**config.mk**
```make
export PLATFORM = sky130hd
export DESIGN_NAME = instr_encoder_writer
export DESIGN_NICKNAME = d
export VERILOG_FILES = /design/src/rtl/wisc_isa_pkg.sv /design/src/rtl/instr_pack.sv /design/src/rtl/instr_encoder_writer.sv
export SDC_FILE = /design/constraint.sdc
export NUM_CORES = 1
export LEC_CHECK = 0
export CAP_MARGIN = 15
export CORE_MARGIN = 1
export CORE_UTILIZATION = 50
export DETAILED_ROUTE_END_ITERATION = 10
export GPL_ROUTABILITY_DRIVEN = 0
export PLACE_DENSITY = 0.88
export SYNTH_ARGS = -nofsm -noshare
export SYNTH_HDL_FRONTEND = slang
export SYNTH_HIERARCHICAL = 1
export SYNTH_SLANG_ARGS = --single-unit
```
**constraint.sdc**
```tcl
create_clock -name clk -period 2.9 [get_ports clk]
set_clock_uncertainty 0.05 [all_clocks]
set_input_delay 0.58 -clock clk [delete_from_list [all_inputs] [get_ports clk]]
set_output_delay 0.58 -clock clk [all_outputs]
set_load 0.005 [all_outputs]
```
**src/rtl/wisc_isa_pkg.sv**
```systemverilog
// WISC-S25 ISA constants shared by the instruction encoder: opcodes, field positions,
// and the loader FSM state encoding.
package wisc_isa_pkg;

  localparam int INSTR_W = 16;

  localparam logic [3:0] OP_ADD    = 4'h0;
  localparam logic [3:0] OP_SUB    = 4'h1;
  localparam logic [3:0] OP_XOR    = 4'h2;
  localparam logic [3:0] OP_RED    = 4'h3;
  localparam logic [3:0] OP_SLL    = 4'h4;
  localparam logic [3:0] OP_SRA    = 4'h5;
  localparam logic [3:0] OP_ROR    = 4'h6;
  localparam logic [3:0] OP_PADDSB = 4'h7;
  localparam logic [3:0] OP_LW     = 4'h8;
  localparam logic [3:0] OP_SW     = 4'h9;
  localparam logic [3:0] OP_LLB    = 4'hA;
  localparam logic [3:0] OP_LHB    = 4'hB;
  localparam logic [3:0] OP_B      = 4'hC;
  localparam logic [3:0] OP_BR     = 4'hD;
  localparam logic [3:0] OP_PCS    = 4'hE;
  localparam logic [3:0] OP_HLT    = 4'hF;

  // Field positions inside the packed word
  localparam int OP_LSB   = 12;
  localparam int RD_LSB   = 8;
  localparam int COND_LSB = 9;
  localparam int RS_LSB   = 4;
  localparam int RT_LSB   = 0;

  localparam logic [INSTR_W-1:0] HLT_WORD = 16'hF000;

  typedef enum logic [1:0] {
    IDLE   = 2'd0,
    ACCEPT = 2'd1,
    WRITE  = 2'd2,
    DONE   = 2'd3
  } state_t;

endpackage

```
**src/rtl/instr_pack.sv**
```systemverilog
// Combinational packer: decoded WISC-S25 fields -> 16-bit instruction word.
// With ENC_RANGE_CHECK_EN defined, range_ok flags immediates whose unused bits are illegal.
module instr_pack
  import wisc_isa_pkg::*;
(
  input  logic [3:0]         opcode,
  input  logic [3:0]         rd,
  input  logic [3:0]         rs,
  input  logic [3:0]         rt,
  input  logic [8:0]         imm,
  input  logic [2:0]         cond,
  output logic [INSTR_W-1:0] word,
  output logic               range_ok
);

  always_comb begin
    word = HLT_WORD;
    case (opcode)
      OP_ADD, OP_SUB, OP_XOR, OP_RED, OP_PADDSB: word = {opcode, rd, rs, rt};
      OP_SLL, OP_SRA, OP_ROR, OP_LW, OP_SW:      word = {opcode, rd, rs, imm[3:0]};
      OP_LLB, OP_LHB:                            word = {opcode, rd, imm[7:0]};
      OP_B:                                      word = {opcode, cond, imm};
      OP_BR:                                     word = {opcode, cond, 1'b0, rs, 4'h0};
      OP_PCS:                                    word = {opcode, rd, 8'h00};
      default:                                   word = HLT_WORD;
    endcase
  end

`ifdef ENC_RANGE_CHECK_EN
  // LW/SW offsets are signed 4-bit, so the upper bits must replicate imm[3]
  always_comb begin
    range_ok = 1'b1;
    case (opcode)
      OP_SLL, OP_SRA, OP_ROR: range_ok = (imm[8:4] == 5'b0);
      OP_LW, OP_SW:           range_ok = (imm[8:4] == {5{imm[3]}});
      OP_LLB, OP_LHB:         range_ok = ~imm[8];
      default:                range_ok = 1'b1;
    endcase
  end
`else
  assign range_ok = 1'b1;
`endif

endmodule

```
**src/rtl/instr_encoder_writer.sv**
```systemverilog
// Program loader: packs decoded instructions and writes them to consecutive instruction
// memory words until HLT. Optional immediate range checking via ENC_RANGE_CHECK_EN.
module instr_encoder_writer
  import wisc_isa_pkg::*;
#(
  parameter int ADDR_W    = 16,
  parameter int ADDR_STEP = 2
) (
  input  logic              clk,
  input  logic              rst_n,
  input  logic              start,
  input  logic [ADDR_W-1:0] base_addr,
  input  logic              in_valid,
  output logic              in_ready,
  input  logic [3:0]        in_opcode,
  input  logic [3:0]        in_rd,
  input  logic [3:0]        in_rs,
  input  logic [3:0]        in_rt,
  input  logic [8:0]        in_imm,
  input  logic [2:0]        in_cond,
  output logic              mem_wr_en,
  output logic [ADDR_W-1:0] mem_addr,
  output logic [15:0]       mem_wdata,
  input  logic              mem_ack,
  output logic              busy,
  output logic              done,
  output logic              err,
  output logic [15:0]       count
);

  state_t state, state_nxt;

  logic [INSTR_W-1:0] packed_word;
  logic               range_ok;
  logic               word_is_hlt;
  logic               start_load;
  logic               accept_fire;
  logic               write_fire;
  logic [ADDR_W:0]    addr_sum;

  instr_pack u_pack (
    .opcode   (in_opcode),
    .rd       (in_rd),
    .rs       (in_rs),
    .rt       (in_rt),
    .imm      (in_imm),
    .cond     (in_cond),
    .word     (packed_word),
    .range_ok (range_ok)
  );

  assign start_load  = start && ((state == IDLE) || (state == DONE));
  assign accept_fire = in_valid && in_ready;
  assign write_fire  = mem_wr_en && mem_ack;
  // Extra top bit catches the carry out of the address, which marks a wrap
  assign addr_sum    = {1'b0, mem_addr} + (ADDR_W+1)'(ADDR_STEP);

  always_ff @(posedge clk or negedge rst_n) begin
    if (!rst_n) state <= IDLE;
    else        state <= state_nxt;
  end

  always_comb begin
    state_nxt = state;
    in_ready  = 1'b0;
    mem_wr_en = 1'b0;
    busy      = 1'b0;
    done      = 1'b0;
    case (state)
      IDLE: begin
        if (start) state_nxt = ACCEPT;
      end
      ACCEPT: begin
        in_ready = 1'b1;
        busy     = 1'b1;
        if (in_valid && range_ok) state_nxt = WRITE;
      end
      WRITE: begin
        mem_wr_en = 1'b1;
        busy      = 1'b1;
        if (mem_ack) state_nxt = word_is_hlt ? DONE : ACCEPT;
      end
      DONE: begin
        done = 1'b1;
        if (start) state_nxt = ACCEPT;
      end
      default: state_nxt = IDLE;
    endcase
  end

  always_ff @(posedge clk or negedge rst_n) begin
    if (!rst_n) begin
      mem_addr    <= '0;
      mem_wdata   <= '0;
      count       <= '0;
      err         <= 1'b0;
      word_is_hlt <= 1'b0;
    end else begin
      if (start_load) begin
        mem_addr <= base_addr;
        count    <= '0;
        err      <= 1'b0;
      end
      if (accept_fire) begin
        if (range_ok) begin
          mem_wdata   <= packed_word;
          word_is_hlt <= (in_opcode == OP_HLT);
        end else begin
          err <= 1'b1;
        end
      end
      if (write_fire) begin
        mem_addr <= addr_sum[ADDR_W-1:0];
        if (addr_sum[ADDR_W]) err <= 1'b1;
        if (count != 16'hFFFF) count <= count + 16'd1;
      end
    end
  end

endmodule
```
==> out/qor.yml, run 1 <==
worstSetupStartpoint: "state[0]"
antennaDiodeCount: 0
finalSetupTns_ns: 0
setup_viol: 0
drive_above_1_share_pct: 9.83
rsz0062_at_grt: "false"
placed_cells: 481
path_class: "reg2out"
met1_usage_pct: 33.9
ys_types: 53
status: "finished, final reports clean"
nNetsFinal: 470
power_leakage_nw: 1.74
seq_area_frac_synth_pct: 43.2
start_kind: "register"
regArea_sq_um: 1300
async_flop_share_pct: 100
wl_per_cell_um: 16.0
routed_wl_um: 7840
grt_overflow_total: 0
synthFlopType: "dfrtp_1"
grt_pass1_vias: 2680
die-area_sq_um: 6340
period_share_pct: 83.3
vias: 2971
cts_root_buf: "clkbuf_8"
drtAntennaViolNets: 0
synth_area_leaders: "dfrtp_1, mux2_2, nand2_1"
synthesis.nets: 370
cts_buffers: 5
cts_tree: "yes"
yosys_warnings: 6
cts_setup_buffers: 0
drtIter0Drc: 234
synth_top_cell_by_area: "dfrtp_1"
syn-cell-area_sq_um: 3010
htree_levels: 2
regToRegStartpoint: "count[0]"
hp-class: "in2async"
fmax_ghz: 0.414
grt_max_degree: 21
start_util_pct: 53.4
cts_hold_buf: 0
fill_cells: 428
slew_headroom_pct: 63.4
post_cts_resized: 0
drc: 0
die_y_um: 79.6
grt_antenna_before_repair: 0
yosys.area.top_type_share_pct: 43.2
drtPass1Iterations: 4
grt.busiest_layer: "met2"
hold_viol_final: 0
final_cells: 489
ios: 102
r2r_setup_slack_ns: 0.55
tightest_slew_ns: 0.548
grt_pass1_wl_um: 12600
path_clk_slew_ns: 0.10
irDropWorstVdd_mv: 0.463
cts_num_sinks: 52
r2r-end: "count[13]"
reg2reg_depth: 5
die_w_um: 79.6
synth-seq-cells: 52
slew_viol_final: 0
cts_buffer_depth: 2
multi_input_area_sq_um: 1570
endpoint: "busy"
synth_edf_count: 0
max_cap_viol_count: 0
crit_arrival_ns: 1.79
crit_fanout: 5
clock_latency_ns: 0.30
numPortBuffers: 101
cp.required_ns: 2.27
grtUsageMet3_pct: 3.54
synthCells: 316
grt_usage_pct: 25.4
power_density_nw_per_um2: 744
dp_hpwl_um: 5900
syn_area_per_cell_sq_um: 9.53
core-area_sq_um: 5640
syn2layout_area_growth_pct: 38.6
rows: 27
routed_via_density: 6.08
finalCriticalPeriod_ns: 2.42
endpoint_kind: "output port"
grtUsageMet2_pct: 41.6
-- per-layer routing --
metal  up-vias  routed length, um
li1       1396                  -
met3        19                414
met4         0                186
met5         -                  0
met2       110               3880
met1      1446               3350
-- worst max-delay path, cell delays in order, from the launching register on --
cell and delay (ns):
dfrtp_1 0.41, inv_1 0.06, ha_1 0.38, inv_1 0.13, clkdlybuf4s50_1 0.51
-- logic make-up after synthesis --
kind of cell | share of synthesized area (%)
compound gates | 20.8
mux | 7.36
xor+xnor | 1.16
flops | 43.2
simple gates | 20.2
other cells | 0.125
buf+inv | 4.65
fa+ha+maj | 2.45
-- state kept, by name, indices dropped and copies added (netlist names) --
signal and flops:
count 16, state 2, mem_addr 16, err 1, mem_wdata 16, word_is_hlt 1
-- synth_stat cells (all sizes together) (3+ instances only) --
library cell	n
dfrtp	52
nand2	32
nand3	19
nor2	18
mux2	17
o21ai	15
a21oi	14
nor3	12
clkbuf	10
inv	9
a32oi	8
and3	8
buf	8
a211oi	7
nand4	7
o211ai	7
nand2b	6
a22o	5
a32o	5
ha	5
o22ai	5
a211o	4
a21o	4
and2	3
and4	3
mux2i	3
nor4	3
or4	3
xnor2	3
-- metrics by stage --
step / area (sq um) / setup WS [ns] / hold WS [ns] / power (mW) / utilization (%)
2_1_floorplan: 3010 / 0.896 / 0.234 / 1.85 / -
3_3_place_gp: 4080 / 0.532 / 0.421 / 2.62 / 72.2
3_5_place_dp: 4080 / 0.482 / 0.420 / 2.67 / 72.2
4_1_cts: 4170 / 0.473 / 0.172 / 3.12 / 74.0
5_1_grt: 4170 / 0.393 / 0.186 / 3.30 / 74.0
6_report: 4170 / 0.485 / 0.156 / 3.10 / 74.0
-- power by group --
group          internal (mW)  leakage (nW)  switching [mW]  total [mW]
logic                  0.841          1.05           0.643        1.48
registers              0.975         0.643           0.207        1.18
clock network          0.194        0.0434           0.244       0.438
total                   2.01          1.74            1.09        3.10
-- how the worst min path moves through the flow --
stage / cells past startpoint / to / start / slack, ns
2_1_floorplan: 0 / count[0] / rst_n / 0.23
3_3_place_gp: 2 / mem_addr[0] / mem_addr[0] / 0.42
3_5_place_dp: 2 / mem_addr[0] / mem_addr[0] / 0.42
4_1_cts: 1 / mem_addr[6] / rst_n / 0.17
5_1_grt: 1 / mem_addr[6] / rst_n / 0.19
6_report: 1 / mem_addr[6] / rst_n / 0.16
-- layout make-up --
| cell class | count | area share [%] |
|---|---|---|
| Inverter | 9 | 0.810 |
| Timing Repair Buffer | 111 | 25.9 |
| Sequential cell | 52 | 31.2 |
| Multi-Input combinational cell | 237 | 37.6 |
| Clock buffer | 6 | 1.98 |
| Clock inverter | 2 | 0.360 |
| Tap cell | 72 | 2.16 |
-- cells in the final DEF, fill, tap and decap left out, types with 4 or more instances in the layout --
cell / Yosys / final
a211o_1: 4 / 4
a211oi_1: 7 / 7
a21o_1: 4 / 4
a21oi_1: 13 / 13
a22o_1: 5 / 5
a32o_1: 5 / 5
a32oi_1: 8 / 8
and3_1: 8 / 8
buf_4: 1 / 10
clkbuf_8: 0 / 6
clkdlybuf4s50_1: 0 / 100
dfrtp_1: 52 / 52
ha_1: 5 / 5
inv_1: 9 / 9
mux2_2: 17 / 17
nand2_1: 31 / 31
nand2b_1: 6 / 6
nand3_1: 19 / 19
nand4_1: 6 / 6
nor2_1: 18 / 18
nor3_1: 12 / 12
o211ai_1: 7 / 7
o21ai_0: 12 / 12
o22ai_1: 5 / 5
Note: power is estimated with default switching activity, not from simulation.
==> run 2: changes to the inputs <==
CORE_UTILIZATION = 46   (was 50)
PLACE_DENSITY = 0.82   (was 0.88)
clock period = 2.3 ns   (was 2.9 ns; I/O delays follow)
==> out/qor.yml, run 2 (synthesis gave the netlist of run 1 again) <==
max_stage_delay_ns: 0.50
dp_hpwl_um: 5790
cts_buffer_depth: 2
tightest_slew_ns: 0.591
start_util_pct: 47.4
path_clk_slew_ns: 0.09
slowest_stage: "clkdlybuf4s50_1"
placed_cell_area_sq_um: 4150
nNetsFinal: 477
core-area_sq_um: 6350
path_class: "reg2out"
finalCriticalPeriod_ns: 2.20
status: "finished, final reports clean"
drc: 0
crit_arrival_ns: 1.69
grt_max_degree: 53
clock_latency_ns: 0.30
crit_buf_inv: 3
start_kind: "register"
max_cap_viol_count: 0
post-route-worst-setup-slack_ns: 0.0990
ios: 102
path_cells: "inv_1 > ha_2 > inv_1 > clkdlybuf4s50_1"
fill_cells: 512
slew_viol_final: 0
cp_common_cell: "inv_1"
endpoint_kind: "output port"
drive_above_1_share_pct: 11.6
slew_headroom_pct: 60.3
power_leakage_nw: 1.78
fin_area_sq_um: 4240
routed_via_density: 5.87
antennaDiodeCount: 0
grt_antenna_before_repair: 0
cts_num_sinks: 52
total_power_mw: 3.92
grt_overflow_total: 0
syn2layout_area_growth_pct: 40.9
vias: 2941
cts_root_buf: "clkbuf_8"
power_density_nw_per_um2: 925
die-area_sq_um: 6870
drtIter0Drc: 292
hold_viol_final: 0
drtPass1Iterations: 5
die_w_um: 82.9
grt_pass1_wl_um: 13300
finalSetupTns_ns: 0
setup_viol: 0
hp-class: "in2async"
period_share_pct: 95.7
final_common_cell: "clkdlybuf4s50_1"
fmax_ghz: 0.454
numPortBuffers: 101
die_y_um: 82.9
htree_levels: 2
drtAntennaViolNets: 0
pre_cts_slack_ns: 0.0904
grt_pass1_vias: 2798
largestRegisters: "count (16), mem_addr (16), mem_wdata (16)"
crit_family: "buffers and inverters"
rsz0062_at_grt: "false"
layout_common_cells: "clkdlybuf4s50_1, dfrtp_1, nand2_1"
wl_per_cell_um: 15.8
cp.required_ns: 1.79
routed_wl_um: 7910
crit_fanout: 5
irDropWorstVdd_mv: 0.687
cts_tree: "yes"
final_util_pct: 66.8
grt_usage_pct: 23.5
cts_buffers: 5
rows: 29
## run 2: power by group
part	switching, mW	total, mW	internal [mW]
clock	0.315	0.534	0.219
sequential	0.268	1.50	1.23
combinational	0.805	1.89	1.08
total	1.39	3.92	2.53
## run 2: what timing repair did
| action | CTS | global route |
|---|---|---|
| buffers inserted | 0 | 0 |
| hold buffers | 0 | 0 |
| setup endpoints to repair | 0 | 4 |
| gates resized for setup | 0 | 1 |
## run 2: metal layers
layer / vias up / share of wire (%) / track usage, % / wire length (um)
met5: - / 0 / 0 / 0
met4: 0 / 1.4 / 7.37 / 108
met3: 8 / 4.2 / 3.98 / 331
met2: 96 / 51 / 38.0 / 4040
met1: 1427 / 43 / 32.4 / 3430
li1: 1410 / - / - / -
## run 2: worst paths after layout
check / startpoint / end / slack (ns) / depth (start not counted)
max in group asynchronous: rst_n / mem_wdata[13] / 1.87 / 2
setup reg to reg: count[0] / count[3] / 0.19 / 6
hold reg to reg: word_is_hlt / word_is_hlt / 0.44 / 2
setup / recovery: state[0] / busy / 0.1 / 4
hold / removal: rst_n / mem_wdata[0] / 0.08 / 2
min in group clk: word_is_hlt / word_is_hlt / 0.44 / 2
## run 2: final cells by class
cell class,instances,area (sq um),area share (%)
clock buffers,5,68.8,1.62
clock inverters,3,22.5,0.531
inverters,9,33.8,0.797
multi-input cells,237,1570,37.1
flip-flops and latches,52,1300,30.7
well taps,77,96.3,2.27
repair buffers,118,1150,27.0
## run 2: stage by stage
step	hold WS, ns	std cells
6_report	0.0835	501
5_1_grt	0.0894	501
4_1_cts	0.0951	501
3_5_place_dp	0.420	493
3_3_place_gp	0.421	493
2_1_floorplan	0.114	316
